<file path="src/rtl/i2c_target_regs_pkg.sv">
// Shared types and constants for the I2C register target.
package i2c_target_regs_pkg;

    localparam int unsigned BYTE_W    = 8;
    localparam int unsigned BIT_CNT_W = 4;

    localparam logic [BIT_CNT_W-1:0] BITS_PER_BYTE = BIT_CNT_W'(8);
    localparam logic [BIT_CNT_W-1:0] LAST_BIT      = BIT_CNT_W'(7);

    localparam logic I2C_RW_READ = 1'b1;
    localparam logic I2C_ACK     = 1'b0;
    localparam logic I2C_NACK    = 1'b1;

    typedef enum logic [3:0] {
        ST_IDLE,
        ST_ADDR,
        ST_ADDR_ACK,
        ST_PTR,
        ST_PTR_ACK,
        ST_WDATA,
        ST_WDATA_ACK,
        ST_RDATA,
        ST_RDATA_ACK
    } i2c_state_t;

    // MSB-first shift of one received bit into a byte
    function automatic logic [BYTE_W-1:0] shift_in(input logic [BYTE_W-1:0] v, input logic b);
        return {v[BYTE_W-2:0], b};
    endfunction

endpackage

</file>
<file path="src/rtl/i2c_line_filter.sv">
// Two-flop synchroniser plus glitch filter for one I2C line; emits 1-clk edge pulses
// aligned with the filtered level change.
module i2c_line_filter #(
    parameter int unsigned FILTER_LEN = 3
) (
    input  logic clk,
    input  logic reset_n,
    input  logic line_in,
    output logic level,
    output logic rise,
    output logic fall
);

    logic [1:0]            sync_q;
    logic [FILTER_LEN-2:0] hist_q;
    logic [FILTER_LEN-1:0] hist_c;
    logic                  all_high_c;
    logic                  all_low_c;

    // Current synchronised sample plus the previous FILTER_LEN-1 samples
    assign hist_c     = {hist_q, sync_q[1]};
    assign all_high_c = &hist_c;
    assign all_low_c  = ~|hist_c;

    always_ff @(posedge clk or negedge reset_n) begin
        if (!reset_n) begin
            sync_q <= '1;
            hist_q <= '1;
            level  <= 1'b1;
            rise   <= 1'b0;
            fall   <= 1'b0;
        end else begin
            sync_q <= {sync_q[0], line_in};
            hist_q <= hist_c[FILTER_LEN-2:0];
            rise   <= all_high_c & ~level;
            fall   <= all_low_c & level;
            if (all_high_c) begin
                level <= 1'b1;
            end else if (all_low_c) begin
                level <= 1'b0;
            end
        end
    end

endmodule

</file>
<file path="src/rtl/i2c_target_regs.sv">
// I2C target bridging bus transfers to a byte-addressed synchronous register port.
// No clock stretching; SDA is only ever pulled low.
module i2c_target_regs
    import i2c_target_regs_pkg::*;
#(
    parameter logic [6:0]  DEV_ADDR   = 7'h50,
    parameter int unsigned PTR_W      = 8,
    parameter int unsigned FILTER_LEN = 3
) (
    input  logic             clk,
    input  logic             reset_n,
    input  logic             scl_in,
    input  logic             sda_in,
    output logic             sda_oe,
    output logic [PTR_W-1:0] reg_addr,
    output logic [7:0]       reg_wdata,
    output logic             reg_we,
    input  logic [7:0]       reg_rdata,
    output logic             busy
);

    logic scl, scl_rise, scl_fall;
    logic sda, sda_rise, sda_fall;

    i2c_line_filter #(.FILTER_LEN(FILTER_LEN)) u_scl_filt (
        .clk(clk), .reset_n(reset_n), .line_in(scl_in),
        .level(scl), .rise(scl_rise), .fall(scl_fall)
    );

    i2c_line_filter #(.FILTER_LEN(FILTER_LEN)) u_sda_filt (
        .clk(clk), .reset_n(reset_n), .line_in(sda_in),
        .level(sda), .rise(sda_rise), .fall(sda_fall)
    );

    i2c_state_t           state, state_d;
    logic [BIT_CNT_W-1:0] bit_cnt, bit_cnt_d;
    logic [BYTE_W-1:0]    shift_rx, shift_rx_d;
    logic [BYTE_W-1:0]    shift_tx, shift_tx_d;
    logic [PTR_W-1:0]     reg_addr_d;
    logic [7:0]           reg_wdata_d;
    logic                 reg_we_d, sda_oe_d, busy_d;

    logic                 start_c, stop_c, byte_done_c, addr_match_c;
    logic [BYTE_W-1:0]    rx_byte_c;

    assign start_c      = sda_fall & scl;
    assign stop_c       = sda_rise & scl;
    assign byte_done_c  = (bit_cnt == BITS_PER_BYTE);
    assign addr_match_c = (shift_rx[7:1] == DEV_ADDR);
    assign rx_byte_c    = shift_in(shift_rx, sda);

    always_ff @(posedge clk or negedge reset_n) begin
        if (!reset_n) begin
            state <= ST_IDLE;
        end else begin
            state <= state_d;
        end
    end

    // Bus conditions override every state; otherwise byte boundaries move on SCL edges
    always_comb begin
        state_d = state;
        if (start_c) begin
            state_d = ST_ADDR;
        end else if (stop_c) begin
            state_d = ST_IDLE;
        end else begin
            case (state)
                ST_ADDR:      if (scl_fall && byte_done_c) state_d = addr_match_c ? ST_ADDR_ACK : ST_IDLE;
                ST_ADDR_ACK:  if (scl_fall) state_d = (shift_rx[0] == I2C_RW_READ) ? ST_RDATA : ST_PTR;
                ST_PTR:       if (scl_fall && byte_done_c) state_d = ST_PTR_ACK;
                ST_PTR_ACK:   if (scl_fall) state_d = ST_WDATA;
                ST_WDATA:     if (scl_fall && byte_done_c) state_d = ST_WDATA_ACK;
                ST_WDATA_ACK: if (scl_fall) state_d = ST_WDATA;
                ST_RDATA:     if (scl_fall && byte_done_c) state_d = ST_RDATA_ACK;
                ST_RDATA_ACK: if (scl_rise) state_d = (sda == I2C_NACK) ? ST_IDLE : ST_RDATA;
                default:      state_d = state;
            endcase
        end
    end

    always_comb begin
        bit_cnt_d   = bit_cnt;
        shift_rx_d  = shift_rx;
        shift_tx_d  = shift_tx;
        reg_addr_d  = reg_addr;
        reg_wdata_d = reg_wdata;
        reg_we_d    = 1'b0;
        sda_oe_d    = sda_oe;
        busy_d      = busy;
        if (start_c || stop_c) begin
            bit_cnt_d = '0;
            sda_oe_d  = 1'b0;
            busy_d    = 1'b0;
        end else begin
            case (state)
                ST_ADDR, ST_PTR, ST_WDATA: begin
                    if (scl_rise && !byte_done_c) begin
                        shift_rx_d = rx_byte_c;
                        bit_cnt_d  = bit_cnt + BIT_CNT_W'(1);
                        if (state == ST_WDATA && bit_cnt == LAST_BIT) begin
                            reg_wdata_d = rx_byte_c;
                            reg_we_d    = 1'b1;
                        end
                    end else if (scl_fall && byte_done_c) begin
                        bit_cnt_d = '0;
                        if (state != ST_ADDR || addr_match_c) sda_oe_d = 1'b1;
                        if (state == ST_ADDR && addr_match_c) busy_d = 1'b1;
                        if (state == ST_PTR) reg_addr_d = shift_rx[PTR_W-1:0];
                    end
                end
                ST_ADDR_ACK: begin
                    // A read drives its first bit on the same fall that ends the ACK
                    if (scl_fall) begin
                        if (shift_rx[0] == I2C_RW_READ) begin
                            shift_tx_d = {reg_rdata[6:0], 1'b0};
                            sda_oe_d   = ~reg_rdata[7];
                            reg_addr_d = reg_addr + PTR_W'(1);
                        end else begin
                            sda_oe_d = 1'b0;
                        end
                    end
                end
                ST_PTR_ACK: begin
                    if (scl_fall) sda_oe_d = 1'b0;
                end
                ST_WDATA_ACK: begin
                    if (scl_fall) begin
                        sda_oe_d   = 1'b0;
                        reg_addr_d = reg_addr + PTR_W'(1);
                    end
                end
                ST_RDATA: begin
                    if (scl_rise && !byte_done_c) begin
                        bit_cnt_d = bit_cnt + BIT_CNT_W'(1);
                    end else if (scl_fall) begin
                        if (byte_done_c) begin
                            sda_oe_d  = 1'b0;
                            bit_cnt_d = '0;
                        end else begin
                            sda_oe_d   = ~shift_tx[7];
                            shift_tx_d = {shift_tx[6:0], 1'b0};
                        end
                    end
                end
                ST_RDATA_ACK: begin
                    if (scl_rise && sda == I2C_ACK) begin
                        shift_tx_d = reg_rdata;
                        reg_addr_d = reg_addr + PTR_W'(1);
                    end
                end
                default: ;
            endcase
        end
    end

    always_ff @(posedge clk or negedge reset_n) begin
        if (!reset_n) begin
            bit_cnt   <= '0;
            shift_rx  <= '0;
            shift_tx  <= '0;
            reg_addr  <= '0;
            reg_wdata <= '0;
            reg_we    <= 1'b0;
            sda_oe    <= 1'b0;
            busy      <= 1'b0;
        end else begin
            bit_cnt   <= bit_cnt_d;
            shift_rx  <= shift_rx_d;
            shift_tx  <= shift_tx_d;
            reg_addr  <= reg_addr_d;
            reg_wdata <= reg_wdata_d;
            reg_we    <= reg_we_d;
            sda_oe    <= sda_oe_d;
            busy      <= busy_d;
        end
    end

endmodule

</file>
<file path="config.mk">
export PLATFORM = sky130hd
export DESIGN_NAME = i2c_target_regs
export DESIGN_NICKNAME = d
export VERILOG_FILES = /design/src/rtl/i2c_target_regs_pkg.sv /design/src/rtl/i2c_line_filter.sv /design/src/rtl/i2c_target_regs.sv
export SDC_FILE = /design/constraint.sdc
export NUM_CORES = 1
export LEC_CHECK = 0
export ABC_AREA = 1
export CAP_MARGIN = 20
export CORE_MARGIN = 2
export CORE_UTILIZATION = 60
export CTS_CLUSTER_SIZE = 12
export DETAILED_ROUTE_END_ITERATION = 6
export PLACE_DENSITY = 0.87
export SETUP_SLACK_MARGIN = 0.5
export SYNTH_ARGS = -nofsm -noshare
export SYNTH_HDL_FRONTEND = slang
export SYNTH_SLANG_ARGS = --single-unit
</file>
<file path="constraint.sdc">
create_clock -name clk -period 5 [get_ports clk]
set_input_delay 0.5 -clock clk [delete_from_list [all_inputs] [get_ports clk]]
set_output_delay 0.5 -clock clk [all_outputs]
set_load 0.02 [all_outputs]
</file>
==> summary.txt <==
Worst hold path
  • Hold Crit Class: in2async

Die
  • DIE HEIGHT: roughly 77 um
  • # rows: 26
  • Top-Level Pins: 31
  • Core area: around 5100 um2
  • Full die area: 5870 um2
  • Initial Util: 62.0%
  • Die width: 76.6 um

Critical path
  • Crit path max-delay family: simple AND/OR/NAND/NOR gates
  • CP bufs+invs: 1
  • CP max stage delay: 0.69 ns
  • CP startpoint: state[0]$_DFFE_PN0P_
  • CP Cell Sequence: nand2_1 > nor2_1 > nand4_1 > nand3_1 > nand2_2 > inv_2 > nand2_1 > nand2_1
  • Critical Path Fanout Max: 12
  • Worst EP arrival: 2.51 ns
  • WS Path Type: reg2reg
  • Worst path required time: 5.28 ns
  • Reg2reg start: state[0]$_DFFE_PN0P_
  • Worst Setup Start Kind: register
  • Most used cell, CP: nand2_1
  • CP Capture Type: register
  • Slowest CP cell: nor2_1

Synth
  • Mapped Area: ~3200 um2
  • Synth Warn #: 0
  • Register bit total from synthesis: between 50 and 60
  • Count of different cell masters after synthesis: 33
  • Synthesized area per cell: 7.89 um2
  • Gate Count Post-Synth: 401
  • Cell taking the most area after synthesis: dfrtp_1
  • Area share of the largest cell type after synthesis: 37.2%
  • Leading post-synthesis cells by cell area: dfrtp_1, nand2_1, dfstp_2, nand3_1, o21ai_2
  • Syn_nets: 416
  • Seq/Total Area, Yosys: 45.5%

STA
  • Final Max Slew Viols: 0
  • Slew @ Worst Pin: 0.850 ns
  • Max Freq: 0.448 GHz
  • Setup TNS: 0 ns
  • Worst rel slew slack: between 40% and 50%
  • Minimum clock period: approximately 2.2 ns
  • Final WS setup: about 2.8 ns
  • Final Cycle Share: between 40 and 50%
  • Min Hold Slack: between 0.2 and 0.3 ns
  • Final Hold Fails: 0
  • RSZ-0062 raised after global routing: false
  • Final setup viols: 0
  • Clk_skew: around 0.0065 ns

Clock tree
  • TritonCTS clock tree: done
  • Clk Latency, worst-skew pair: around 0.34 ns
  • CTS Root Cell: clkbuf_8
  • Max Root-Sink Buffers: 2
  • Post-CTS sizing: 0
  • Post-CTS Hold Fix Bufs: 0
  • Worst-path clk slew: 0.07 ns
  • CTS Sinks: 57
  • Buffers inserted by post-CTS timing repair: 0
  • H-Tree Depth: 3
  • CTS Buf Count: 9

Layout
  • Layout cell share with drive strength beyond 1: 18.2%
  • Area delta synth->final: 16.3%
  • Inserted Diodes: 0
  • Nets: 449
  • Commonest non-fill, non-tap cell in the layout: nand2_1
  • Commonest cells after routing, fill and taps aside: nand2_1, dfrtp_1, inv_1

Routing
  • DR vias/cell: 5.43
  • Starting DRC count in detailed routing: roughly 180
  • Antenna Nets Post-Route: 0
  • WL/cell: 13.8 um
  • TritonRoute pass-1 iters: 5
  • # DRC: 0
  • Drt total wl: 7050 um
  • Via Count: 2763

Placement
  • IO Port Bufs: 30
  • Hpwl dp: between 4000 and 5000 um
  • Post-place setup slack: 2.85 ns
  • Placer Congestion: 1.01

Global routing
  • Total track usage: between 20% and 30%
  • Vias in the first global route: 2678
  • Gr ovfl total: 0
  • Initial antenna violation count: 0
  • Largest net degree at the start of global routing: between 50 and 60
  • First-pass GRT wire length: 12200 um

Power
  • Leak Pwr: 1.75 nW
  • Pwr per Cell Area: 281 nW/um2
  • VDD IR max: roughly 0.23 mV

Outcome
  • Status: completed

Flow run
  • Maxcap violations: 0
==> registers in the layout, summed over array words and instances, names as in the netlist, 2 cells and up <==
name / flops
reg_addr: 8
u_sda_filt.sync_q: 2
u_sda_filt.hist_q: 2
bit_cnt: 4
state: 4
u_scl_filt.sync_q: 2
shift_rx: 8
shift_tx: 8
u_scl_filt.hist_q: 2
reg_wdata: 8
==> per-layer routing <==
metal	GRT usage, %	vias to the layer above	routed length (um)
met5	0	-	0
met4	11.3	0	133
met3	5.81	16	302
met2	43.1	69	3520
li1	-	1341	-
met1	34.3	1337	3090
==> through the flow <==
step | cell area (um2) | total power, mW | std cells | utilization [%]
after floorplan | 3160 | 0.550 | 401 | -
after global placement | 3470 | 0.585 | 493 | 68.0
after detailed placement | 3470 | 0.589 | 493 | 68.0
after CTS | 3680 | 1.04 | 509 | 72.0
after global routing | 3680 | 1.08 | 509 | 72.0
final | 3680 | 1.04 | 509 | 72.0
==> report_power, final <==
group          total (mW)  internal (mW)  switching (mW)
logic              0.0897         0.0327          0.0570
registers           0.491          0.479          0.0117
clock network       0.455          0.240           0.215
==> synthesized netlist by cell type, drive strengths merged <==
library cell,n
a21boi,1
a21oi,3
buf,9
clkinv,1
dfrtp,47
dfstp,10
ha,3
inv,50
nand2,144
nand3,43
nand3b,1
nand4,5
nor2,30
nor3,2
nor4,2
o21ai,44
o21bai,1
or2,1
xnor2,2
xor2,2
==> worst paths after layout <==
path | cells past startpoint | slack (ns) | to
worst min register to register | 0 | 0.36 | u_sda_filt.sync_q[1]$_DFF_PN1_
worst min-delay path | 2 | 0.29 | u_scl_filt.rise$_DFF_PN0_
worst max-delay path | 8 | 2.77 | shift_tx[6]$_DFFE_PN0P_
min in group clk | 0 | 0.36 | u_sda_filt.sync_q[1]$_DFF_PN1_
worst max register to register | 8 | 2.77 | shift_tx[6]$_DFFE_PN0P_
max in group asynchronous | 2 | 4.23 | shift_rx[3]$_DFFE_PN0P_
==> final cells by class <==
cell class	count	area [um2]
clock inverter	7	85.1
tap	70	87.6
fill	414	1430
sequential	57	1440
clock buffer	9	124
inverter	51	196
timing repair buffer	31	303
multi-input combinational	284	1450
==> logic make-up (layout without fill, tap and decap cells) <==
| logic type | after synthesis | in the layout | synth area share (%) |
|---|---|---|---|
| fa+ha+maj | 3 | 3 | 1.19 |
| buf+inv | 60 | 98 | 8.86 |
| simple gates | 228 | 228 | 32.9 |
| flops | 57 | 57 | 45.5 |
| compound gates | 49 | 49 | 10.5 |
| xor+xnor | 4 | 4 | 1.11 |
Power figures use the tool's default switching activity.
